==> config.mk <==
export PLATFORM = sky130hd
export DESIGN_NAME = master_port_flat
export DESIGN_NICKNAME = d
export VERILOG_FILES = /design/src/rtl/bus_pkg.sv /design/src/rtl/master_port_if.sv /design/src/rtl/master_port.sv /design/src/flat_wrapper.sv
export SDC_FILE = /design/constraint.sdc
export NUM_CORES = 1
export LEC_CHECK = 0
export ABC_AREA = 0
export BUFFER_PORTS_ARGS = -buffer_cell sky130_fd_sc_hd__buf_2
export CAP_MARGIN = 20
export CORE_UTILIZATION = 30
export CTS_CLUSTER_SIZE = 16
export DETAILED_ROUTE_END_ITERATION = 8
export PLACE_DENSITY = 0.61
export SLEW_MARGIN = 0
export SYNTH_ARGS = -nofsm -noshare
export SYNTH_HDL_FRONTEND = slang
export SYNTH_SLANG_ARGS = --single-unit
==> constraint.sdc <==
create_clock -name clk -period 2.57 [get_ports clk]
set_clock_uncertainty 0.05 [all_clocks]
set_input_delay 0.1285 -clock clk [delete_from_list [all_inputs] [get_ports clk]]
set_output_delay 0.1285 -clock clk [all_outputs]
set_load 0.01 [all_outputs]
==> src/rtl/bus_pkg.sv <==
// ============================================================================
// Module      : bus_pkg
// Description : Shared widths, serial-frame constants and FSM states for the
//               master_port serial request engine.
// Revision    : 1.0 - initial release
// ============================================================================
`default_nettype none

package bus_pkg;

    localparam int   ADDR_W     = 12;
    localparam int   DATA_W     = 8;
    localparam int   READY_GAP  = 3;
    localparam logic MODE_WRITE = 1'b1;

    typedef enum logic [2:0] {
        IDLE  = 3'd0,
        REQ   = 3'd1,
        GAP   = 3'd2,
        ADDR  = 3'd3,
        MODE  = 3'd4,
        WDATA = 3'd5,
        RWAIT = 3'd6,
        RDATA = 3'd7
    } state_e;

endpackage

`default_nettype wire

==> src/rtl/master_port_if.sv <==
// ============================================================================
// Module      : master_port_if
// Description : Parallel request/response bundle between a host and the
//               master_port serial engine.
// Revision    : 1.0 - initial release
// ============================================================================
`default_nettype none

interface master_port_if;
    import bus_pkg::*;

    logic              req_valid;
    logic              req_ready;
    logic              req_write;
    logic [ADDR_W-1:0] req_addr;
    logic [DATA_W-1:0] req_wdata;
    logic              resp_valid;
    logic [DATA_W-1:0] resp_rdata;
    logic              resp_err;

    modport master (
        output req_valid, req_write, req_addr, req_wdata,
        input  req_ready, resp_valid, resp_rdata, resp_err
    );

    modport slave (
        input  req_valid, req_write, req_addr, req_wdata,
        output req_ready, resp_valid, resp_rdata, resp_err
    );

endinterface

`default_nettype wire

==> src/rtl/master_port.sv <==
// ============================================================================
// Module      : master_port
// Description : Serialises read/write requests onto tx after a responder
//               handshake on rx, and collects read data back from rx.
// Revision    : 1.0 - initial release
// ============================================================================
`default_nettype none

module master_port
    import bus_pkg::*;
#(
    parameter int TIMEOUT = 255
) (
    input  wire logic    clk,
    input  wire logic    rst,
    master_port_if.slave bus,
    output logic         tx,
    input  wire logic    rx
);

    localparam int                TMR_W     = $clog2(TIMEOUT + 1);
    localparam logic [TMR_W-1:0]  TMR_LAST  = TMR_W'(TIMEOUT - 1);
    localparam logic [3:0]        GAP_LAST  = 4'(READY_GAP - 1);
    localparam logic [3:0]        ADDR_LAST = 4'(ADDR_W - 1);
    localparam logic [3:0]        DATA_LAST = 4'(DATA_W - 1);

    state_e              state_q, state_d;
    logic [TMR_W-1:0]    timer_q, timer_d;
    logic [3:0]          cnt_q, cnt_d;
    logic [ADDR_W-1:0]   sh_q, sh_d;
    logic                write_q, write_d;
    logic [DATA_W-1:0]   wdata_q, wdata_d;
    logic                tx_q, tx_d;
    logic                resp_valid_q, resp_valid_d;
    logic                resp_err_q, resp_err_d;
    logic [DATA_W-1:0]   resp_rdata_q, resp_rdata_d;

    logic                w_accept;
    logic [DATA_W-1:0]   w_rd_next;

    assign bus.req_ready  = (state_q == IDLE) && rx;
    assign w_accept       = bus.req_valid && bus.req_ready;
    // Read bits arrive LSB first, so each new bit enters at the top.
    assign w_rd_next      = {rx, sh_q[DATA_W-1:1]};

    assign tx             = tx_q;
    assign bus.resp_valid = resp_valid_q;
    assign bus.resp_err   = resp_err_q;
    assign bus.resp_rdata = resp_rdata_q;

    always_comb begin
        state_d      = state_q;
        timer_d      = timer_q;
        cnt_d        = cnt_q;
        sh_d         = sh_q;
        write_d      = write_q;
        wdata_d      = wdata_q;
        tx_d         = tx_q;
        resp_valid_d = 1'b0;
        resp_err_d   = 1'b0;
        resp_rdata_d = resp_rdata_q;

        case (state_q)
            IDLE: begin
                if (w_accept) begin
                    write_d = bus.req_write;
                    wdata_d = bus.req_wdata;
                    sh_d    = bus.req_addr;
                    tx_d    = 1'b0;
                    timer_d = '0;
                    cnt_d   = '0;
                    state_d = REQ;
                end
            end
            REQ: begin
                if (!rx) begin
                    cnt_d   = '0;
                    state_d = GAP;
                end else if (timer_q == TMR_LAST) begin
                    tx_d         = 1'b1;
                    resp_valid_d = 1'b1;
                    resp_err_d   = 1'b1;
                    state_d      = IDLE;
                end else begin
                    timer_d = timer_q + TMR_W'(1);
                end
            end
            GAP: begin
                if (cnt_q == GAP_LAST) begin
                    tx_d    = sh_q[0];
                    sh_d    = sh_q >> 1;
                    cnt_d   = '0;
                    state_d = ADDR;
                end else begin
                    cnt_d = cnt_q + 4'd1;
                end
            end
            ADDR: begin
                if (cnt_q == ADDR_LAST) begin
                    tx_d    = (write_q == MODE_WRITE);
                    cnt_d   = '0;
                    state_d = MODE;
                end else begin
                    tx_d  = sh_q[0];
                    sh_d  = sh_q >> 1;
                    cnt_d = cnt_q + 4'd1;
                end
            end
            MODE: begin
                cnt_d = '0;
                if (write_q == MODE_WRITE) begin
                    tx_d    = wdata_q[0];
                    sh_d    = {{(ADDR_W-DATA_W+1){1'b0}}, wdata_q[DATA_W-1:1]};
                    state_d = WDATA;
                end else begin
                    tx_d    = 1'b1;
                    state_d = RWAIT;
                end
            end
            WDATA: begin
                if (cnt_q == DATA_LAST) begin
                    tx_d         = 1'b1;
                    resp_valid_d = 1'b1;
                    state_d      = IDLE;
                end else begin
                    tx_d  = sh_q[0];
                    sh_d  = sh_q >> 1;
                    cnt_d = cnt_q + 4'd1;
                end
            end
            RWAIT: begin
                cnt_d   = '0;
                state_d = RDATA;
            end
            RDATA: begin
                if (cnt_q == DATA_LAST) begin
                    resp_rdata_d = w_rd_next;
                    resp_valid_d = 1'b1;
                    state_d      = IDLE;
                end else begin
                    sh_d  = {{(ADDR_W-DATA_W){1'b0}}, w_rd_next};
                    cnt_d = cnt_q + 4'd1;
                end
            end
            default: begin
                tx_d    = 1'b1;
                state_d = IDLE;
            end
        endcase
    end

    always_ff @(posedge clk or posedge rst) begin
        if (rst) begin
            state_q      <= IDLE;
            timer_q      <= '0;
            cnt_q        <= '0;
            sh_q         <= '0;
            write_q      <= 1'b0;
            wdata_q      <= '0;
            tx_q         <= 1'b1;
            resp_valid_q <= 1'b0;
            resp_err_q   <= 1'b0;
            resp_rdata_q <= '0;
        end else begin
            state_q      <= state_d;
            timer_q      <= timer_d;
            cnt_q        <= cnt_d;
            sh_q         <= sh_d;
            write_q      <= write_d;
            wdata_q      <= wdata_d;
            tx_q         <= tx_d;
            resp_valid_q <= resp_valid_d;
            resp_err_q   <= resp_err_d;
            resp_rdata_q <= resp_rdata_d;
        end
    end

endmodule

`default_nettype wire

==> src/flat_wrapper.sv <==
// flat-port wrapper written by rule: the top's interface ports become plain ports
module master_port_flat import bus_pkg::*;
#(
    parameter int TIMEOUT = 255
)
  (clk, rst, tx, rx, bus_req_valid, bus_req_write, bus_req_addr, bus_req_wdata, bus_req_ready, bus_resp_valid, bus_resp_rdata, bus_resp_err);
  master_port_if bus_i ();
  input  wire logic clk;
  input  wire logic rst;
  output logic tx;
  input  wire logic rx;
  input wire logic [$bits(bus_i.req_valid)-1:0] bus_req_valid;
  input wire logic [$bits(bus_i.req_write)-1:0] bus_req_write;
  input wire logic [$bits(bus_i.req_addr)-1:0] bus_req_addr;
  input wire logic [$bits(bus_i.req_wdata)-1:0] bus_req_wdata;
  output wire logic [$bits(bus_i.req_ready)-1:0] bus_req_ready;
  output wire logic [$bits(bus_i.resp_valid)-1:0] bus_resp_valid;
  output wire logic [$bits(bus_i.resp_rdata)-1:0] bus_resp_rdata;
  output wire logic [$bits(bus_i.resp_err)-1:0] bus_resp_err;
  assign bus_i.req_valid = bus_req_valid;
  assign bus_i.req_write = bus_req_write;
  assign bus_i.req_addr = bus_req_addr;
  assign bus_i.req_wdata = bus_req_wdata;
  assign bus_req_ready = bus_i.req_ready;
  assign bus_resp_valid = bus_i.resp_valid;
  assign bus_resp_rdata = bus_i.resp_rdata;
  assign bus_resp_err = bus_i.resp_err;
  master_port #(.TIMEOUT(TIMEOUT)) u_core (.clk(clk), .rst(rst), .bus(bus_i), .tx(tx), .rx(rx));
endmodule
==> summary.md, run 1 <==
| Metric | Value |
|---|---|
| Antenna violations before repair | `0` |
| Top cells by area, synth | `dfrtp_1, nand2_1, mux2_2` |
| Synth top area share | `42.81%` |
| Count of final setup violators | `0` |
| First-pass GRT wire length | `10.94 mm` |
| Synth Cell Area | `2689 um2` |
| Row cnt | `34` |
| Grt ovf | `0` |
| IO buf count | `36` |
| Final core utilization | `36.75%` |
| EDFF count, synth | `0` |
| Syn-to-layout area delta | `18.61%` |
| Insertion delay to the later sink of the worst-skew pair | `0.30 ns` |
| Fraction of registers with async set/reset | `100.0%` |
| Routed wire length per instance | `14.06 um` |
| Core ar. | `8678 um2` |
| Reg2reg end | `u_core.sh_q[9]` |
| CTS tree | `built` |
| Peak VDD IR | `0.5488 mV` |
| Fin Setup TNS | `0 ns` |
| N_diodes | `0` |
| 1st-iter DRT viols | `114` |
| Antenna violation net count after detailed routing | `0` |
| CP bufs+invs | `1` |
| CTS Buffer Depth | `2` |
| CP top delay family | `compound AO/OA/AOI/OAI gates` |
| Syn_area_per_cell | `9.402 um2` |
| Ratio of cells with drive above 1 in the final layout | `23.58%` |
| Fin area | `3189 um2` |
| Status | `completed` |
| Critical path type | `flip-flop to flip-flop` |
| Dpl hpwl | `4.545 mm` |
| WL final | `6.230 mm` |
| Layout Nets | `365` |
| First-pass iteration count of the detailed router | `4` |
| Clock root buffer | `clkbuf_8` |
| Max cap viols | `0` |
| CP max-delay cell | `dfrtp_1` |
| Syn Nets | `317` |
| Synth cell count leaders | `dfrtp_1, nand2_1, o21ai_0` |
| IO Pins | `37` |
| P_leak | `1.458 nW` |
| Placed instance count | `424` |
| Routed vias/inst | `5.122` |
| Sequential-to-total area share from yosys stat | `43.79%` |
| Layout Cells excl Fill | `443` |
| Setup ws final | `0.3924 ns` |
| RSZ-0062 raised after global routing | `false` |
| Synth warn | `0` |
| Die width | `96.67 um` |
| Starting Density | `30.98%` |
| Crit end category | `flip-flop` |
| CTS Sinks | `47` |
| Nature of the critical path startpoint | `flip-flop` |
| Slew margin rel. | `61.04%` |
| Count leader, synth | `dfrtp_1` |
| Worst setup path endpoint | `u_core.sh_q[9]` |
| DR DRC count | `0` |
| Crit path DAT | `2.32 ns` |
| Post-synth top flop | `dfrtp_1` |
| GRT Util Overall | `14.03%` |
| Yosys reg bits | `47` |
| Worst EP required | `2.71 ns` |
| Cts repair resizes | `0` |
| Worst R2R Start | `u_core.state_q[2]` |
| H-tree depth | `2` |
| Critical path, cell by cell | `inv_1 > ha_1 > a21boi_0 > o221ai_2 > and3_4 > mux2_2` |
| Stages on the worst setup path | `6` |
| Max-slew violations | `0` |
| Fin crit period | `2.178 ns` |
| Hold Crit Class | `primary input to flip-flop` |
| FF-to-FF setup slack | `0.39 ns` |
| Num CTS Buffers | `5` |
| Dominant cell type by area after synthesis | `dfrtp_1` |
| Vias | `2269` |
| Total power | `3.296 mW` |
| Cells after Synth | `286` |
| CP peak stage delay | `0.39 ns` |
| Filler instances | `923` |
| Fmax | `459.2 MHz` |
| Die ar. | `9345 um2` |
| Crit Path Max Fanout | `12` |
| Routability cong. | `0.8873` |
| Worst slew pin tran | `0.5844 ns` |
| Vias in the first global route | `2212` |
| Die span in y | `96.67 um` |
| Yosys cell types | `53` |
| Worst-path clk slew | `0.09 ns` |
| Final period utilization | `84.73%` |
| Worst Reg2Reg Path Length in Cells | `6` |
| Hold slack | `0.01809 ns` |
| Placed Area | `2989 um2` |
| Final count of hold timing violations | `0` |
| Power per cell area | `1033 nW/um2` |
| Critical path origin | `u_core.state_q[2]` |
| Largest net degree at the start of global routing | `48` |
| Pre-CTS WS | `0.4134 ns` |
tightest hold or removal path: cells and delay by family:
kind | cells | cell delay, ns
multiplexers | 1 | 0.06
AND/OR/NAND/NOR | 1 | 0.05
buffers and inverters | 1 | 0.10
registers in the layout, indices dropped and copies added, names as in the netlist, 3 cells and up:
| signal | flops |
|---|---|
| u_core.sh_q | 12 |
| u_core.timer_q | 8 |
| u_core.bus.resp_rdata | 8 |
| u_core.state_q | 3 |
| u_core.wdata_q | 8 |
| u_core.cnt_q | 4 |
worst min path at each step:
| stage | from | to | slack [ns] | cells after the start |
|---|---|---|---|---|
| after floorplan | bus_req_wdata[0] | u_core.wdata_q[0] | 0.18 | 2 |
| after global placement | rst | u_core.bus.resp_rdata[7] | 0.27 | 3 |
| after detailed placement | rst | u_core.bus.resp_rdata[7] | 0.27 | 3 |
| after CTS | bus_req_addr[11] | u_core.sh_q[11] | 0.01 | 3 |
| after global routing | bus_req_addr[11] | u_core.sh_q[11] | 0.05 | 3 |
| final | bus_req_addr[11] | u_core.sh_q[11] | 0.02 | 3 |
per-layer routing:
metal	wire length [um]	vias to the layer above	GRT usage (%)
met2	2759	65	21.78
met1	3131	1067	20.41
li1	-	1129	-
met4	104	0	3.444
met3	235	8	2.168
met5	0	-	0
area by class of cell:
cell class                 count  area, um2  area share [%]
tap                          108      135.1           4.237
sequential                    47       1177           36.92
timing repair buffer          56      355.3           11.14
inverter                      13      48.80           1.530
multi-input combinational    211       1380           43.27
clock buffer                   5      68.82           2.158
clock inverter                 3      23.77          0.7454
cell families after synthesis:
family                     count (synthesis)  synth area share (%)
AOI/OAI and AO/OA                         78                 19.78
adders and majority gates                  6                 2.792
buffers and inverters                     28                 5.119
DFF                                       47                 43.79
muxes                                     21                 8.655
and+or+nand+nor                          106                 19.87
repair_timing:
action | in CTS | in global routing
endpoints found under the hold margin | 55 | 0
buffers inserted | 0 | 0
hold buffers | 10 | 0
power breakdown:
part           switching (mW)  internal, mW
sequential              0.233          1.04
combinational           0.852         0.717
clock                   0.262         0.195
total                    1.35          1.95
cells in the final DEF (no fill, tap or decap), types with 9 or more instances in the layout:
cell type,netlist,layout
o21ai_0,17,17
inv_1,13,12
nand3_1,14,14
dlygate4sd3_1,0,10
a31oi_1,14,14
nor2_1,14,14
dfrtp_1,46,46
mux2_2,10,10
a21oi_1,15,15
buf_4,1,10
mux2i_1,9,9
buf_2,5,36
nand2_1,45,45
No activity file was read; power rests on OpenSTA's default activity.
==> run 2: changes to the inputs <==
==> constraint.sdc (replaced) <==
create_clock -name clk -period 1.93 [get_ports clk]
set_clock_uncertainty 0.05 [all_clocks]
set_input_delay 0.0965 -clock clk [delete_from_list [all_inputs] [get_ports clk]]
set_output_delay 0.0965 -clock clk [all_outputs]
set_load 0.01 [all_outputs]
==> summary.md, run 2 (synthesis gave the netlist of run 1 again) <==
| Metric | Value |
|---|---|
| Status | `completed` |
| Vias | `2399 (+5.7%)` |
| Peak VDD IR | `0.6436 mV (+17%)` |
| Fin crit period | `1.895 ns (-0.2829 ns)` |
| 1st-iter DRT viols | `111 (-2.6%)` |
| Antenna violations before repair | `0 (unchanged)` |
| Max cap viols | `0 (unchanged)` |
| FF-to-FF setup slack | `0.04 ns (-0.36 ns)` |
| Ratio of cells with drive above 1 in the final layout | `32.96% (+9.4 points)` |
| P_leak | `1.600 nW (+9.8%)` |
| Crit path DAT | `2.08 ns (-0.24 ns)` |
| IO Pins | `37 (unchanged)` |
| Worst-path clk slew | `0.09 ns (about the same)` |
| Fmax | `527.8 MHz (+15%)` |
| WL final | `6.846 mm (+9.9%)` |
| Routed vias/inst | `5.148 (+0.51%)` |
| Die width | `96.67 um (unchanged)` |
| Syn-to-layout area delta | `32.34%` |
| Slew margin rel. | `61.98% (+0.94 points)` |
| Die ar. | `9345 um2 (unchanged)` |
| Multi-input gate area in the final layout | `1494 um2 (+8.3%)` |
| IO buf count | `36 (unchanged)` |
| Critical path type | `flip-flop to flip-flop` |
| Crit Path Max Fanout | `12 (unchanged)` |
| GR met1 Demand/Resource | `20.47% (+0.054 points)` |
| Max reg flops | `12 (unchanged)` |
| Most frequent cells in the layout | `nand2_1, dfrtp_1, buf_2` |
| CTS Buffer Depth | `2 (unchanged)` |
| Vias in the first global route | `2392 (+8.1%)` |
| M2 GR Usage | `24.21% (+2.4 points)` |
| Antenna violation net count after detailed routing | `0 (unchanged)` |
| Placed Area | `3177 um2 (+6.3%)` |
| Power per cell area | `1430 nW/um2 (+38%)` |
| CTS tree | `built` |
| Biggest register | `u_core.sh_q` |
| GRT Util Overall | `15.01% (+0.98 points)` |
| Grt ovf | `0 (unchanged)` |
| H-tree depth | `2 (unchanged)` |
| Crit end category | `flip-flop` |
| Num CTS Buffers | `5 (unchanged)` |
| Die span in y | `96.67 um (unchanged)` |
| Commonest non-fill, non-tap cell in the layout | `nand2_1` |
| Clock root buffer | `clkbuf_8` |
| First-pass iteration count of the detailed router | `4 (unchanged)` |
| Core ar. | `8678 um2 (unchanged)` |
| Count of final setup violators | `0 (unchanged)` |
| N_diodes | `0 (unchanged)` |
| Row cnt | `34 (unchanged)` |
| Nature of the critical path startpoint | `flip-flop` |
| Reg area | `1181 um2 (+0.32%)` |
| Max-slew violations | `0 (unchanged)` |
| Worst slew pin tran | `0.5644 ns (-0.02008 ns)` |
| Insertion delay to the later sink of the worst-skew pair | `0.30 ns (about the same)` |
| Layout Nets | `388 (+6.3%)` |
| First-pass GRT wire length | `11.55 mm (+5.6%)` |
| Busiest grt layer | `met2` |
| Fin area | `3558 um2 (+12%)` |
| Final period utilization | `98.18% (+13 points)` |
| Filler instances | `901 (-2.4%)` |
| CTS Sinks | `47 (unchanged)` |
| DR DRC count | `0 (unchanged)` |
| Largest net degree at the start of global routing | `48 (unchanged)` |
| Total power | `5.087 mW (+54%)` |
| Final count of hold timing violations | `0 (unchanged)` |
| Hold slack | `0.08610 ns (+0.06800 ns)` |
| Hold Crit Class | `primary input to flip-flop` |
| Worst EP required | `2.12 ns (-0.59 ns)` |
| Starting Density | `30.98% (unchanged)` |
| Routability cong. | `0.8463 (-4.6%)` |
| Routed wire length per instance | `14.69 um (+4.5%)` |
| Met3 GRT Util | `2.818% (+0.65 points)` |
| Dpl hpwl | `4.912 mm (+8.1%)` |
[run 2: layer usage]
layer,part of all wire (%),vias to the layer above
met1,48,1152
met4,1.6,0
met2,46,54
li1,-,1185
met5,0,-
met3,3.7,8
[run 2: through the flow]
step / worst slack [ns] / cells / utilization (%) / setup TNS, ns
2_1_floorplan: -0.2282 / 286 / - / -0.8343
3_3_place_gp: 0.05627 / 442 / 36.61 / 0
3_5_place_dp: -0.02088 / 442 / 36.61 / -0.02948
4_1_cts: 0.003678 / 461 / 39.46 / 0
5_1_grt: -0.009523 / 466 / 41.00 / -0.02095
6_report: 0.03522 / 466 / 41.00 / 0
[run 2: where the power goes]
| part | switching [mW] | internal (mW) | total, mW |
|---|---|---|---|
| sequential | 0.319 | 1.39 | 1.70 |
| clock | 0.342 | 0.518 | 0.860 |
| combinational | 1.26 | 1.26 | 2.52 |
[run 2: path summary, 6_finish.rpt]
kind	start	to	cells past startpoint
hold / removal	bus_req_addr[3]	u_core.sh_q[3]	3
setup / recovery	u_core.state_q[2]	u_core.timer_q[3]	5
setup reg to reg	u_core.state_q[2]	u_core.timer_q[3]	5
hold reg to reg	u_core.wdata_q[5]	u_core.wdata_q[5]	2
max in group asynchronous	rst	u_core.tx	4
min in group asynchronous	rst	u_core.wdata_q[0]	4
[run 2: final cells by class]
class                   count  share of cell area [%]
well taps                 108                   3.797
clock inverters             2                   1.688
clock buffers               6                   2.039
repair buffers             78                   15.86
flip-flops and latches     47                   33.19
multi-input cells         212                   41.98
inverters                  13                   1.442
[run 2: what timing repair did]
| item | CTS | global route |
|---|---|---|
| buffers inserted | 0 | 4 |
| hold endpoints to repair | 56 | 0 |
| pin swaps | 0 | 5 |
| hold buffers | 11 | 0 |
| setup endpoints to repair | 2 | 24 |
| gates cloned | 0 | 1 |
| resized for setup | 1 | 20 |
[run 2: worst max-delay path, cell delays in order, from the launching register on]
cell	delay, ns
dfrtp_2	0.46
buf_12	0.15
nor3b_4	0.31
o311ai_4	0.18
or4_1	0.52
a21oi_2	0.15
==> run 3: changes to the inputs <==
--- a/config.mk
+++ b/config.mk
@@ -5,7 +5,7 @@
 export SDC_FILE = /design/constraint.sdc
 export NUM_CORES = 1
 export LEC_CHECK = 0
-export ABC_AREA = 0
+export ABC_AREA = 1
 export BUFFER_PORTS_ARGS = -buffer_cell sky130_fd_sc_hd__buf_2
 export CAP_MARGIN = 20
 export CORE_UTILIZATION = 30
==> summary.md, run 3 <==
| Metric | Value |
|---|---|
| Comb pwr share | `48.5% (-1.1 points)` |
| Num CTS Buffers | `5 (unchanged)` |
| Part of the power in registers | `34.1% (+0.6 points)` |
| Yosys cell types | `31 (-42%)` |
| Synth Cell Area | `2544 um2 (-5.4%)` |
| Worst EP required | `2.07 ns (-0.05 ns)` |
| Die span in y | `94.08 um (-2.7%)` |
| RSZ-0062 raised after global routing | `false` |
| Setup ws final | `0.1887 ns (+0.1535 ns)` |
| Max-slew violations | `0 (unchanged)` |
| CTS Buffer Depth | `2 (unchanged)` |
| Yosys reg bits | `47 (unchanged)` |
| Hold Crit Class | `primary input to flip-flop` |
| Routed wire length per instance | `11.80 um (-20%)` |
| Vias in the first global route | `2082 (-13%)` |
| CTS tree | `built` |
| DR DRC count | `0 (unchanged)` |
| Final period utilization | `90.22% (-8.0 points)` |
| Commonest non-fill, non-tap cell in the layout | `nand2_1` |
| Die ar. | `8851 um2 (-5.3%)` |
| Count of final setup violators | `0 (unchanged)` |
| Starting Density | `30.96% (about the same)` |
| Fmax | `574.3 MHz (+8.8%)` |
| Total power | `4.489 mW (-12%)` |
| Vias | `2325 (-3.1%)` |
| CP max-delay cell | `dfrtp_1` |
| GRT Util Overall | `14.46% (-0.55 points)` |
| P_leak | `1.617 nW (+1.1%)` |
| Critical path, cell by cell | `inv_2 > nand3_2 > inv_2 > nand2_1 > nand2_1 > a21oi_2 > buf_4 > nand3_1 > o21ai_0` |
| Max reg flops | `12 (unchanged)` |
| Dpl hpwl | `4.553 mm (-7.3%)` |
| Routability cong. | `0.9046 (+6.9%)` |
| Routed vias/inst | `4.604 (-11%)` |
| Ratio of cells with drive above 1 in the final layout | `19.50% (-13 points)` |
| Antenna violations before repair | `0 (unchanged)` |
| Antenna violation net count after detailed routing | `0 (unchanged)` |
| H-tree depth | `2 (unchanged)` |
| EDFF count, synth | `0 (unchanged)` |
| Slew margin rel. | `65.95% (+4.0 points)` |
| Placed instance count | `487 (+10%)` |
| Syn_area_per_cell | `7.481 um2 (-20%)` |
| Top cells by area, synth | `dfrtp_1, nand2_1, nand3_1` |
| CP peak stage delay | `0.47 ns (-0.05 ns)` |
| Grt ovf | `0 (unchanged)` |
| Syn-to-layout area delta | `24.25%` |
| Worst slew pin tran | `0.5100 ns (-0.05434 ns)` |
| Psw | `1.995 mW (+3.6%)` |
| Synth cell count leaders | `nand2_1, dfrtp_1, nor2_1` |
| Hold slack | `0.03953 ns (-0.04656 ns)` |
| Crit Path Max Fanout | `16 (+4)` |
| Crit path DAT | `1.88 ns (-0.20 ns)` |
| Placed Area | `2927 um2 (-7.9%)` |
| Dominant cell type by area after synthesis | `dfrtp_1` |
| Insertion delay to the later sink of the worst-skew pair | `0.31 ns (about the same)` |
| Syn Nets | `371 (+17%)` |
| Clock root buffer | `clkbuf_8` |
| Worst R2R Start | `u_core.state_q[1]` |
| Die width | `94.08 um (-2.7%)` |
| Largest net degree at the start of global routing | `26 (-46%)` |
| CTS Sinks | `47 (unchanged)` |
| Pre-CTS WS | `0.1692 ns (+0.1901 ns)` |
| Critical path origin | `u_core.state_q[1]` |
| Final count of hold timing violations | `0 (unchanged)` |
| First-pass iteration count of the detailed router | `4 (unchanged)` |
| IO Pins | `37 (unchanged)` |
| Fin Setup TNS | `0 ns (unchanged)` |
| Biggest register | `u_core.sh_q` |
| Worst-path clk slew | `0.09 ns (about the same)` |
| Fraction of registers with async set/reset | `100.0% (unchanged)` |
| Final core utilization | `38.47% (-2.5 points)` |
| Fin area | `3161 um2 (-11%)` |
| Cell internal pwr | `2.494 mW (-21%)` |
| 1st-iter DRT viols | `134 (+21%)` |
| Filler instances | `848 (-5.9%)` |
| Core ar. | `8217 um2 (-5.3%)` |
| Layout Cells excl Fill | `505 (+8.4%)` |
| Status | `completed` |
| Crit end category | `flip-flop` |
| Peak VDD IR | `0.3848 mV (-40%)` |
| Row cnt | `33 (-2.9%)` |
| Power per cell area | `1420 nW/um2 (-0.64%)` |
| Synth warn | `0 (unchanged)` |
| Clock power share | `17.4% (+0.5 points)` |
| Hold_sp | `bus_req_addr[11]` |
| Synth top area share | `45.25% (+2.4 points)` |
| Max cap viols | `0 (unchanged)` |
| Critical path type | `flip-flop to flip-flop` |
| Sequential-to-total area share from yosys stat | `46.29% (+2.5 points)` |
| Fin crit period | `1.741 ns (-0.1535 ns)` |
| Nature of the critical path startpoint | `flip-flop` |
| First-pass GRT wire length | `9.942 mm (-14%)` |
| Switching Share | `44.45% (+6.6 points)` |
| N_diodes | `0 (unchanged)` |
| Layout Nets | `430 (+11%)` |
| Cells after Synth | `340 (+19%)` |
| Post-synth top flop | `dfrtp_1` |
| Most frequent cells in the layout | `nand2_1, dfrtp_1, buf_2` |
| IO buf count | `36 (unchanged)` |
| Count leader, synth | `nand2_1` |
| WL final | `5.959 mm (-13%)` |
## run 3: changes by cell type after synthesis, moves of 7 or more
cell / previous run / this run
a31oi_1: 14 / 2
nand2_1: 45 / 126
nor2_1: 14 / 31
inv_1: 13 / 28
xor2_1: 0 / 7
nand3_1: 14 / 29
o21ai_1: 0 / 7
mux2i_1: 9 / 0
mux2_2: 10 / 2
a21oi_1: 15 / 1
## run 3: cell type report
class / instances / area [um2] / area share, %
repair buffers: 59 / 390.4 / 12.35
well taps: 105 / 131.4 / 4.157
flip-flops and latches: 47 / 1177 / 37.25
clock inverters: 2 / 38.79 / 1.227
inverters: 35 / 131.4 / 4.157
multi-input cells: 251 / 1209 / 38.24
clock buffers: 6 / 82.58 / 2.613
## run 3: final timing paths
check                                            to  slack (ns)  cells past startpoint
min                                 u_core.sh_q[11]        0.04                      5
max in group asynchronous         u_core.state_q[1]        1.01                      4
max reg2reg                       u_core.timer_q[0]        0.19                      9
max                               u_core.timer_q[0]        0.19                      9
min reg2reg                u_core.bus.resp_rdata[3]        0.43                      2
min in group asynchronous  u_core.bus.resp_rdata[6]        0.32                      3
## run 3: cell families after synthesis
family                   after synthesis  synth area share, %
AND/OR/NAND/NOR                      200                32.86
flip-flops                            47                46.29
buffers and inverters                 42                6.689
AO/OA/AOI/OAI                         36                7.919
XOR/XNOR                               7                2.410
adder cells (fa/ha/maj)                6                2.951
multiplexers                           2               0.8853
## run 3: worst max-delay path: cells and delay by family (launching register included)
kind,cells,cell delay (ns)
buffers and inverters,3,0.50
AOI/OAI and AO/OA,2,0.11
and+or+nand+nor,4,0.48
DFF,1,0.47
## run 3: repair_timing
| action | 4_1_cts | 5_1_grt |
|---|---|---|
| buffers inserted | 0 | 0 |
| hold endpoints to repair | 30 | 0 |
| setup endpoints to repair | 0 | 13 |
| gates resized for setup | 0 | 4 |
| hold buffers | 10 | 0 |
## run 3: power groups by stage
| stage | clock [mW] | sequential (mW) | combinational (mW) |
|---|---|---|---|
| floorplan | 0 | 1.47 | 1.58 |
| global placement | 0 | 1.54 | 2.10 |
| detailed placement | 0 | 1.55 | 2.12 |
| CTS | 0.797 | 1.53 | 2.14 |
| global route | 0.831 | 1.57 | 2.47 |
| finish | 0.781 | 1.53 | 2.18 |
## run 3: per-layer routing
metal	up-vias	GRT usage, %	part of all wire, %
li1	1193	-	-
met4	0	4.872	1.8
met2	65	21.90	43
met1	1053	20.58	50
met3	14	2.670	4.8
met5	-	0	0
